$ cat config.mk
export PLATFORM = sky130hd
export DESIGN_NAME = reg_bus_arbiter
export DESIGN_NICKNAME = d
export VERILOG_FILES = /design/src/rtl/reg_bus_arbiter.sv
export SDC_FILE = /design/constraint.sdc
export NUM_CORES = 1
export LEC_CHECK = 0
export CORE_MARGIN = 10
export CORE_UTILIZATION = 50
export DETAILED_ROUTE_END_ITERATION = 8
export GPL_TIMING_DRIVEN = 0
export PLACE_DENSITY = 0.9
export SLEW_MARGIN = 20
export SYNTH_ARGS = -nofsm -noshare
export SYNTH_HDL_FRONTEND = slang
export SYNTH_SLANG_ARGS = --single-unit
$ cat constraint.sdc
create_clock -name clk -period 2.5 [get_ports clk]
set_input_delay 0.625 -clock clk [delete_from_list [all_inputs] [get_ports clk]]
set_output_delay 0.625 -clock clk [all_outputs]
set_load 0.05 [all_outputs]
$ cat src/rtl/reg_bus_arbiter.sv
// Round-robin arbiter sharing one register-file port between the I2C controller
// (requester 0) and an on-chip engine (requester 1), with per-requester FIFOs.
package i2c_pkg;
    typedef struct packed {
        logic [7:0] addr;
        logic [7:0] data;
        logic       write_en;
        logic       read_en;
    } reg_bus_t;
endpackage

module reg_bus_arbiter
    import i2c_pkg::*;
#(
    parameter int FIFO_DEPTH = 2,
    parameter int REG_COUNT  = 28
) (
    input  logic       clk,
    input  logic       reset_n,
    input  reg_bus_t   req0_bus,
    output logic       req0_busy,
    output logic [7:0] req0_rd_data,
    output logic       req0_rd_valid,
    input  reg_bus_t   req1_bus,
    output logic       req1_busy,
    output logic [7:0] req1_rd_data,
    output logic       req1_rd_valid,
    output reg_bus_t   rf_bus,
    input  logic [7:0] rf_rd_data,
    output logic       drop_err
);

    localparam int            PW           = (FIFO_DEPTH > 1) ? $clog2(FIFO_DEPTH) : 1;
    localparam int            CW           = $clog2(FIFO_DEPTH + 1);
    localparam logic [CW-1:0] LP_FULL      = CW'(FIFO_DEPTH);
    localparam logic [7:0]    LP_REG_COUNT = 8'(REG_COUNT);

    reg_bus_t      w_req [2];
    reg_bus_t      r_mem [2][FIFO_DEPTH];
    logic [PW-1:0] r_wptr [2];
    logic [PW-1:0] r_rptr [2];
    logic [CW-1:0] r_cnt [2];
    logic [1:0]    w_ne;
    logic [1:0]    w_push;
    logic [1:0]    w_pop;
    logic [1:0]    w_drop;
    logic          w_gnt_valid;
    logic          w_gnt_id;
    reg_bus_t      w_head;
    logic          r_last_grant;
    reg_bus_t      r_rf_bus;
    logic [7:0]    r_rd_data [2];
    logic [1:0]    r_rd_valid;
    logic          r_drop_err;

    assign w_req[0] = req0_bus;
    assign w_req[1] = req1_bus;

    // Full is judged on the registered count, so a pop in the same cycle never frees a slot.
    always_comb begin
        w_ne   = '0;
        w_push = '0;
        w_drop = '0;
        for (int i = 0; i < 2; i++) begin
            w_ne[i]   = (r_cnt[i] != '0);
            w_push[i] = (w_req[i].write_en ^ w_req[i].read_en)
                        && (w_req[i].addr < LP_REG_COUNT)
                        && (r_cnt[i] != LP_FULL);
            w_drop[i] = (w_req[i].write_en | w_req[i].read_en) && !w_push[i];
        end
    end

    always_comb begin
        w_gnt_valid = |w_ne;
        w_gnt_id    = 1'b0;
        if (w_ne == 2'b11) begin
            w_gnt_id = ~r_last_grant;
        end else if (w_ne == 2'b10) begin
            w_gnt_id = 1'b1;
        end
        w_pop = '0;
        if (w_gnt_valid) begin
            w_pop[w_gnt_id] = 1'b1;
        end
        w_head = r_mem[w_gnt_id][r_rptr[w_gnt_id]];
    end

    // Pointers wrap naturally because FIFO_DEPTH is a power of two.
    always_ff @(posedge clk or negedge reset_n) begin
        if (!reset_n) begin
            for (int i = 0; i < 2; i++) begin
                r_wptr[i] <= '0;
                r_rptr[i] <= '0;
                r_cnt[i]  <= '0;
            end
        end else begin
            for (int i = 0; i < 2; i++) begin
                if (w_push[i]) begin
                    r_wptr[i] <= r_wptr[i] + PW'(1);
                end
                if (w_pop[i]) begin
                    r_rptr[i] <= r_rptr[i] + PW'(1);
                end
                if (w_push[i] && !w_pop[i]) begin
                    r_cnt[i] <= r_cnt[i] + CW'(1);
                end else if (!w_push[i] && w_pop[i]) begin
                    r_cnt[i] <= r_cnt[i] - CW'(1);
                end
            end
        end
    end

    always_ff @(posedge clk) begin
        for (int i = 0; i < 2; i++) begin
            if (w_push[i]) begin
                r_mem[i][r_wptr[i]] <= w_req[i];
            end
        end
    end

    // r_last_grant changes only when rf_bus is loaded, so it also names the owner of rf_bus.
    always_ff @(posedge clk or negedge reset_n) begin
        if (!reset_n) begin
            r_rf_bus     <= '0;
            r_last_grant <= 1'b1;
            r_rd_valid   <= '0;
            r_rd_data[0] <= '0;
            r_rd_data[1] <= '0;
            r_drop_err   <= 1'b0;
        end else begin
            r_drop_err <= |w_drop;
            r_rf_bus   <= w_gnt_valid ? w_head : '0;
            if (w_gnt_valid) begin
                r_last_grant <= w_gnt_id;
            end
            r_rd_valid <= '0;
            if (r_rf_bus.read_en) begin
                r_rd_valid[r_last_grant] <= 1'b1;
                r_rd_data[r_last_grant]  <= rf_rd_data;
            end
        end
    end

    assign rf_bus        = r_rf_bus;
    assign req0_busy     = (r_cnt[0] == LP_FULL);
    assign req1_busy     = (r_cnt[1] == LP_FULL);
    assign req0_rd_data  = r_rd_data[0];
    assign req1_rd_data  = r_rd_data[1];
    assign req0_rd_valid = r_rd_valid[0];
    assign req1_rd_valid = r_rd_valid[1];
    assign drop_err      = r_drop_err;

endmodule

## Word level (Yosys, flattened, before mapping)

Memories as Yosys holds them, arrays and structs flattened.
Index checks and enable logic that the tools add are counted.

| cells by class | value |
|---|---|
| add/sub/neg operators | 8 |
| magnitude comparators | 14 |
| equal/unequal tests | 6 |
| muxes and demuxes | 30 |
| bitwise gates (word level) | 10 |
| reduce and logical (&&, ||, !) cells | 25 |

Operators with widths:

| kind | number |
|---|---|
| two-way mux 18 bit | 6 |
| two-way mux 36 bit | 2 |
| demux 18 bit (select 1 bit) | 2 |
| bitwise mux 16 bit | 1 |
| less-than comparator 8 x 5 -> 1 bit (second input constant) | 2 |
| logical AND 1 bit | 15 |
| two-way mux 2 bit | 6 |
| >= comparator 2 bit (second input constant) | 5 |
| NOT 1 -> 2 bit | 5 |
| two-way mux 1 bit | 9 |
| demux 8 bit (select 1 bit) | 1 |
| == test 2 bit (second input constant) | 4 |
| two-way mux 8 bit | 1 |
| nonzero test 2 bit | 4 |
| less-than comparator 2 x 1 -> 1 bit (second input constant) | 3 |
| adder 1 bit (second input constant) | 4 |
| adder 2 x 1 -> 2 bit (second input constant) | 2 |
| logical NOT 1 bit | 4 |
| less-than comparator 1 x 2 -> 1 bit (second input constant) | 2 |
| inequality test 2 bit (second input constant) | 2 |
| OR reduction 2 bit | 2 |
| subtractor 2 x 1 -> 2 bit (second input constant) | 2 |
| demux 1 bit (select 1 bit) | 2 |
| >= comparator 1 bit (second input constant) | 2 |
| 3 further kinds | 5 |

| storage, ports and cells | value |
|---|---|
| bits in registers | 46 |
| memory bits (writable) | 72 |
| output and inout port bits | 39 |
| word-level logic and storage cells | 109 |
| memories | 1 |

Memory list:

| memory | words | bits a word | read ports | clocked after memory_dff | write ports | RTL line | text |
|---|---|---|---|---|---|---|---|
| r_mem | 2 | 36 | 1 | 0 | 2 | 39 | `reg_bus_t r_mem [2][FIFO_DEPTH];` |

## Depth between registers and ports, before layout

Gate-level depths: netlist of run 1.

| depth | value |
|---|---|
| word-level depth | 13 |
| gate-level depth with buffers | 9 |
| depth with buffers taken out | 8 |

## Worst setup path before layout of run 1

Ideal clock, no wire load.

| timing path | value |
|---|---|
| path kind | input to register |
| start | input port req1_bus[0] (netlist bit) |
| end | memory r_mem[1][18] (netlist bit) (enable) |
| library setup time | 0.395 ns |
| arrival | 2.574 ns |
| setup slack | -0.468 ns |
| stages | 5 |
| buffers on the path | 0 |
| cell sequence | inv_1 > ha_1 > or4b_1 > a311oi_2 > nor2b_1 |

RTL lines:

| element | RTL line | text |
|---|---|---|
| start: declaration | 24 | `input reg_bus_t req1_bus,` |
| end: declaration | 39 |  |

## Worst setup path in the final report of run 1

| timing path | value |
|---|---|
| start | register r_cnt[1] (netlist bit) |
| end | output port req1_busy |

| between the ends | value |
|---|---|
| cells in the longest elaborated chain, start to end | 1 |

Ends and longest elaborated chain:

| element | RTL line | text |
|---|---|---|
| start: declaration | 42 | `logic [CW-1:0] r_cnt [2];` |
| start signal: indexed assignment | 105 | `r_cnt[i] <= r_cnt[i] + CW'(1);` |
| start signal: indexed assignment | 107 | `r_cnt[i] <= r_cnt[i] - CW'(1);` |
| == test 2 bit | 146 | `assign req1_busy = (r_cnt[1] == LP_FULL);` |
| end: declaration | 25 | `output logic req1_busy,` |

No other way between the ends.

==> reports/results.ini, run 1 <==
[outcome]
outcome=finished clean

[critical_path]
crit_path_start=r_cnt[1]
worstPathRequired_ns=1.88
critPathLaunchType=register
critical_path.max_stage_delay_ns=0.56
cp_data_arrival_time_ns=1.81
cp_slowest_cell=clkdlybuf4s15_1
worstReg2RegStart=r_cnt[2]
crit_fanout=3
cp_num_buf_inv=2
crit_type=register to primary output
critical-path-top-delay-family=buffers and inverters
crit_chain=inv_1 -> nor2_1 -> clkdlybuf4s15_1
cp-end-kind=primary output

[logic_synthesis]
yosys_warnings=0
synth_area_sq_um=4310
synth_top_area_frac=0.502
ys_seq_area_frac=0.770
async_reset_ff_frac=0.390
yosysUniqueCellTypes=28
syn_area_per_cell_sq_um=17.7
synthFlopType=edfxtp_1
synth_commonest_cells=72 x edfxtp_1, 45 x dfrtp_1, 19 x mux2i_1, 17 x a22oi_1, 16 x mux2_2
synth_largest_area_cell=edfxtp_1
yosysMostFrequentCell=edfxtp_1
ys_seq_elements=118
synthCells=244
synth_edf_count=72
synth_area_leaders=edfxtp_1 50%, dfrtp_1 26%, mux2i_1 4.4%
syn-num-nets=294

[clock_network]
cts_buffers=17
cts_sinks=118
cts_tree=yes
clock-root-buffer=clkbuf_8
clk_pin_slew_ns=0.06
htreeDepth=4
clk_latency_ns=0.52
cts_hold_buf=0
cts.path.max_buffers=2

[placement]
dp_hpwl_um=6650
portBuffers=84
dp_worst_setup_slack_ns=-0.897
gp_congestion=0.784

[timing]
final-max-slew-violation-count=0
hold_viol_final=0
rsz0062_at_grt=no
max_clock_freq_ghz=0.411
clock-skew-final_ns=0.00874
fin_crit_ns=2.44
setup_ws_ns=0.0650
relSlewSlack=0.571
fin_crit_sh=0.974
tightest_slew_ns=0.640
setup_violations=0

[drt]
highest_layer=met4
met1_length_um=4000
drt_iter0_markers=231
drc=0
ant_nets=0
dr_wl_met3_um=767
drt_wl_total_um=10800
vias=2610
viasPerCell=5.44
drt-pass1-iter-count=4
wl_met2_um=5860
wl_per_cell_um=22.5

[cells_and_area]
layout-drive-gt1-share=0.221
post-route-util=0.739
diodes=0
areaGrowthSynthToFinish_pct=42.5
nets=412

[floorplanning]
chipHeight_um=113
core_sq_um=8300
io_pins=85
fp.dieArea_sq_um=12700
start_util=0.519
rows=33
fp.dieW_um=113

[grt]
grt_usage=0.172
overflow=0
grt_max_degree=26
grt_pass1_wl_um=16600
grt_pass1_vias=2967
antenna_found_initial=0

[hold_path]
hold_class=input pin to async pin

[pwr]
powerDensity_nw_per_um2=1400
p_leak_nw=2.39
ir_drop_v=0.000733

[flow_run]
maxCapViolations=0

-- where the power goes --
part           internal, W  switching [W]
logic              0.00131        0.00219
registers          0.00251       0.000250
clock network      0.00136       0.000976
total              0.00518        0.00341
-- what timing repair did --
| action | 4_1_cts | 5_1_grt |
|---|---|---|
| endpoints found under the setup margin | 76 | 48 |
| setup buffers | 11 | 1 |
| pin swaps | 2 | 2 |
| gates cloned | 1 | 1 |
| resized for setup | 11 | 4 |
-- path summary, 6_finish.rpt --
| kind | endpoint | slack, ns | cells after the start |
|---|---|---|---|
| min | rf_bus[14] | 0.12 | 1 |
| max reg2reg | rf_bus[14] | 0.36 | 6 |
| min in group clk | r_mem[1][1] | 0.36 | 1 |
| min reg2reg | rf_bus[4] | 0.49 | 2 |
| max | req1_busy | 0.06 | 3 |
| max in group asynchronous | rf_bus[2] | 1.85 | 2 |
-- kinds of logic after synthesis --
family	after synthesis	synth area share
simple gates	17	0.0230
fa+ha+maj	4	0.0116
compound gates	42	0.0691
xor+xnor	10	0.0203
mux	35	0.0860
flops	118	0.770
buf+inv	18	0.0203
-- state kept, by name, summed over array words and instances (netlist names) --
name	count
r_mem	72
r_rptr	2
req0_rd_data	8
r_wptr	2
drop_err	1
req1_rd_data	8
r_rd_valid	2
r_cnt	4
rf_bus	18
r_last_grant	1
-- stage by stage --
step                cell area (sq um)  hold WS, ns  instances  power, W  setup TNS, ns
detailed placement               5320        0.470        434   0.00621         -63.86
floorplan                        4320        0.329        244   0.00506              0
CTS                              6090        0.139        478   0.00860              0
finish                           6140        0.115        480   0.00860              0
global route                     6140        0.135        480   0.00892              0
global placement                 5300        0.454        433   0.00609         -87.15
-- layer usage --
metal	up-vias	track usage
met3	10	0.0555
met5	-	0
li1	1157	-
met2	111	0.300
met1	1332	0.187
met4	0	0.0736
-- final cells by class --
cell class / instances / area [sq um]
clock inverters: 15 / 158
well taps: 105 / 131
multi-input cells: 108 / 955
fillers: 498 / 2160
flip-flops and latches: 118 / 3310
repair buffers: 99 / 1080
inverters: 9 / 33.8
clock buffers: 17 / 414
plain buffers: 9 / 53.8
-- cells in the final DEF, fill, tap and decap left out, types with 3 or more instances in the layout --
cell / netlist / layout
dfrtp_1: 45 / 45
clkbuf_16: 0 / 17
nor2_1: 6 / 6
buf_2: 4 / 5
o21ai_1: 10 / 10
o22ai_1: 3 / 3
edfxtp_1: 72 / 72
inv_1: 9 / 9
inv_8: 0 / 3
a22oi_1: 17 / 17
buf_4: 0 / 7
clkdlybuf4s50_1: 0 / 77
mux2_2: 16 / 16
mux2i_1: 19 / 19
clkbuf_1: 3 / 3
xor2_1: 4 / 4
ha_1: 4 / 4
xnor2_1: 6 / 6
buf_12: 0 / 5
inv_6: 0 / 8
o21ai_0: 7 / 7
(Power assumes the default switching activity.)
==> run 2, diff against run 1 <==
CORE_UTILIZATION = 40   (was 50)
DONT_BUFFER_PORTS = 1   (was not set)
PLACE_DENSITY = 0.66   (was 0.9)
==> run 2 against run 1 <==
Effect of this change:
- wire length decreased by 16%
- hold slack improved by 0.093 ns
- register-to-register slack got worse by 0.11 ns
- first-iteration DRC count decreased by 40%
- count of clock-buffer cells in the layout unchanged
- setup slack improved by 0.026 ns
- global-route usage decreased by 4.9 points
- critical path type is now input pin to register
==> reports/results.ini, run 2 (synthesis results as in run 1) <==
[drt]
viasPerCell=5.09
ant_nets=0
vias=2108
dr_wl_met3_um=1350
wl_met2_um=4160
drt_iter0_markers=139
met1_length_um=3490
wl_per_cell_um=21.9
drt_wl_total_um=9080
drt-pass1-iter-count=4
highest_layer=met4
drc=0

[grt]
overflow=0
grt_pass1_vias=2334
grt_pass1_wl_um=13700
antenna_found_initial=0
grt_usage=0.123
grt_max_degree=47

[timing]
rsz0062_at_grt=no
hold_viol_final=0
fin_crit_ns=2.41
final-max-slew-violation-count=0
fin_crit_sh=0.964
relSlewSlack=0.546
setup_violations=0
hold_ws_ns=0.208
tightest_slew_ns=0.681
clock-skew-final_ns=0.00764
max_clock_freq_ghz=0.415

[outcome]
outcome=finished clean

[clock_network]
clk_latency_ns=0.51
clock-root-buffer=clkbuf_8
cts_buffers=17
cts.path.max_buffers=2
clk_pin_slew_ns=0.06
cts_sinks=118
postCtsSetupRepairBufs=0
htreeDepth=4
cts_tree=yes

[cells_and_area]
multi_input_area_sq_um=927
design_area_sq_um=5140
layout_common_cells=72 x edfxtp_1, 45 x dfrtp_1, 19 x mux2i_1
areaGrowthSynthToFinish_pct=19.5
fillCellCount=882
largest_reg_flops=72
diodes=0
final_common_cell=edfxtp_1
seqCellArea_sq_um=3310
nets=315
layout-drive-gt1-share=0.241

[critical_path]
cp_data_arrival_time_ns=2.55
critPathLaunchType=input pin
r2r_end=r_mem[0][23]
worstPathRequired_ns=2.64
cp-end-kind=register
crit_fanout=18
r2r_cells=4
r2r_slack_ns=0.25
crit_type=input pin to register
cp-endpoint=r_mem[0][23]
crit_path_start=req0_bus[0]
worstReg2RegStart=r_cnt[3]

[floorplanning]
core_sq_um=10400
chipHeight_um=124
rows=37
fp.dieArea_sq_um=15300
io_pins=85
fp.dieW_um=124
start_util=0.413

[placement]
dpl_cell_area_sq_um=4490
portBuffers=0
gp_congestion=0.746
dp_hpwl_um=5950

[hold_path]
hold_class=input pin to register

[pwr]
ir_drop_v=0.000824
powerDensity_nw_per_um2=1540
p_leak_nw=1.95
power_w=0.00792

[flow_run]
maxCapViolations=0

[run 2: metal layers]
metal,global-route usage,up-vias
li1,-,966
met1,0.132,1042
met2,0.184,92
met3,0.0923,8
met4,0.0415,0
met5,0,-
[run 2: per-stage QoR]
step / cells / worst slack, ns / TNS, ns / util
2_1_floorplan: 244 / 0.0407 / 0 / -
3_3_place_gp: 380 / -0.427 / -25.83 / 0.431
3_5_place_dp: 380 / -0.420 / -23.85 / 0.431
4_1_cts: 414 / 0.0561 / 0 / 0.494
5_1_grt: 414 / 0.000972 / 0 / 0.494
6_report: 414 / 0.0905 / 0 / 0.494
[run 2: worst max-delay path, cell delays in order]
cell      delay [ns]
inv_1           0.04
ha_1            0.28
or4b_1          0.46
a311oi_2        0.46
nor2b_4         0.66
[run 2: cell type report]
cell class                 count  area share
clock inverter                15      0.0377
buffer                         9      0.0105
multi-input combinational    108       0.180
timing repair buffer           2     0.00730
inverter                       9     0.00657
clock buffer                  17      0.0805
sequential                   118       0.644
tap                          136      0.0331
[run 2: worst min-delay path by stage]
stage                 endpoint  slack [ns]    startpoint  cells past startpoint
2_1_floorplan         drop_err        0.33       reset_n                      0
3_3_place_gp   req0_rd_data[2]        0.33       reset_n                      0
3_5_place_dp   req0_rd_data[2]        0.33       reset_n                      0
4_1_cts           r_mem[1][28]        0.19  req1_bus[10]                      0
5_1_grt           r_mem[0][10]        0.17  req0_bus[10]                      0
6_report          r_mem[1][28]        0.21  req1_bus[10]                      0
[run 2: power breakdown]
part           internal [W]  total [W]  switching, W
clock network       0.00154    0.00245      0.000907
logic              0.000727    0.00164      0.000909
registers           0.00250    0.00384       0.00134
total               0.00477    0.00792       0.00316
[run 2: what timing repair did]
item,in CTS,in global routing
endpoints found under the setup margin,1,1
hold endpoints to repair,46,0
hold buffers,2,0
resized for setup,1,1
==> run 3, diff against run 2 <==
==> constraint.sdc (replaced) <==
create_clock -name clk -period 2.8 [get_ports clk]
set_input_delay 0.56 -clock clk [delete_from_list [all_inputs] [get_ports clk]]
set_output_delay 0.56 -clock clk [all_outputs]
set_load 0.05 [all_outputs]
==> run 3 against run 2 <==
Effect of this change:
- sequential power down 11%
- sequential share of layout area up 0.28 points
- count of clock-buffer cells in the layout is the same
- final area decreased by 0.44%
- power is 11% lower
- global-route usage decreased by 0.14 points
- hold slack got worse by 0.064 ns
- first-iteration DRC count is 0.72% higher
- cell count unchanged
- clock skew increased by 0.0055 ns
- via count did not move
- clock power down 12%
- largest cell class unchanged
- highest routed layer unchanged
==> reports/results.ini, run 3 (synthesis results as in run 1) <==
[placement]
dp_hpwl_um=6100
dpl_cell_area_sq_um=4480
place_inst=380
portBuffers=0
dp_worst_setup_slack_ns=-0.358
gp_congestion=0.754

[critical_path]
cp_slowest_cell=nor2b_2
cp-end-kind=register
crit_type=register to register
crit_chain=inv_1 -> nor2_1 -> a311oi_2 -> nor2b_2
worstPathRequired_ns=2.91
crit_fanout=18
cp_data_arrival_time_ns=2.73
critPathLaunchType=register
critical_path.max_stage_delay_ns=0.93

[flow_run]
maxCapViolations=0

[drt]
ant_nets=0
drt-pass1-iter-count=4
drc=0
viasPerCell=5.09
vias=2108
wl_per_cell_um=21.7
drt_iter0_markers=140
drt_wl_total_um=8990

[clock_network]
cts_sinks=118
cts_buffers=17
cts_tree=yes
cts.path.max_buffers=2
clk_pin_slew_ns=0.06
clk_latency_ns=0.51
htreeDepth=4
clock-root-buffer=clkbuf_8

[floorplanning]
fp.dieArea_sq_um=15300
core_sq_um=10400
start_util=0.413
fp.dieW_um=124
rows=37
io_pins=85
chipHeight_um=124

[timing]
relSlewSlack=0.250
fin_crit_sh=0.935
max_clock_freq_ghz=0.382
hold_viol_final=0
setup_violations=0
rsz0062_at_grt=no
clock-skew-final_ns=0.0131
final-max-slew-violation-count=0
tightest_slew_ns=1.12
setup_ws_ns=0.181
fin_crit_ns=2.62

[grt]
antenna_found_initial=0
grt_max_degree=47
grt_pass1_vias=2394
grt_pass1_wl_um=13600
grt_usage=0.121
overflow=0

[cells_and_area]
multi_input_area_sq_um=915
final_common_cell=edfxtp_1
layout-drive-gt1-share=0.227
diodes=0
areaGrowthSynthToFinish_pct=18.9
nets=315
fillCellCount=872
layout_common_cells=72 x edfxtp_1, 45 x dfrtp_1, 19 x mux2i_1
largest_reg_flops=72
seqCellArea_sq_um=3310
design_area_sq_um=5120
finalNonFillerCells=414

[pwr]
clkPwrFrac=0.305
combPwrFrac=0.208
p_leak_nw=1.94
pwr-share-seq=0.486
p_sw_frac=0.406
ir_drop_v=0.000567
p_int_w=0.00418
powerDensity_nw_per_um2=1380
switching_power_w=0.00286

[hold_path]
hold_class=input pin to register

[outcome]
outcome=finished clean

==> run 3: area by class of cell <==
cell class,count,share of cell area
plain buffers,9,0.0105
clock buffers,17,0.0809
clock inverters,15,0.0359
inverters,9,0.00660
multi-input cells,108,0.179
flip-flops and latches,118,0.647
well taps,136,0.0332
repair buffers,2,0.00733
==> run 3: worst max-delay path: cells and delay by family (launching register included) <==
kind / cells / cell delay, ns
compound gates: 1 / 0.55
flops: 1 / 0.40
simple gates: 2 / 1.18
buf+inv: 1 / 0.10
==> run 3: path summary, 6_finish.rpt <==
path | from | end | slack (ns) | depth (start not counted)
worst max-delay path | r_cnt[3] | r_mem[0][23] | 0.18 | 4
worst min-delay path | req0_bus[8] | r_mem[0][26] | 0.14 | 0
worst max register to register | r_cnt[3] | r_mem[0][23] | 0.18 | 4
worst min register to register | r_mem[1][18] | rf_bus[0] | 0.49 | 2
max in group asynchronous | reset_n | r_last_grant | 1.95 | 2
min in group asynchronous | reset_n | req1_rd_data[7] | 0.58 | 2
==> run 3: power groups by stage <==
| stage | clock (W) | combinational (W) | sequential [W] |
|---|---|---|---|
| 5_1_grt | 0.00229 | 0.00162 | 0.00348 |
| 2_1_floorplan | 0 | 0.00115 | 0.00336 |
| 4_1_cts | 0.00219 | 0.00150 | 0.00344 |
| 3_3_place_gp | 0 | 0.00143 | 0.00346 |
| 6_report | 0.00215 | 0.00147 | 0.00343 |
| 3_5_place_dp | 0 | 0.00148 | 0.00347 |
==> run 3: repair_timing <==
action                    4_1_cts  5_1_grt
resized for setup               0        0
hold endpoints to repair       46        0
hold buffers                    2        0
setup buffers                   0        0
==> run 3: layer usage <==
metal / vias to the layer above / part of all wire / GRT usage
li1: 972 / - / -
met3: 4 / 0.15 / 0.0882
met5: - / 0 / 0
met1: 1045 / 0.37 / 0.127
met2: 87 / 0.48 / 0.188
met4: 0 / 0.0039 / 0.0393
==> run 3: through the flow <==
step / TNS, ns / hold WS (ns) / util / total power (W)
global route: 0 / 0.112 / 0.492 / 0.00739
global placement: -22.35 / 0.266 / 0.430 / 0.00489
finish: 0 / 0.144 / 0.492 / 0.00704
CTS: 0 / 0.126 / 0.491 / 0.00712
detailed placement: -21.27 / 0.266 / 0.430 / 0.00495
floorplan: 0 / 0.264 / - / 0.00451
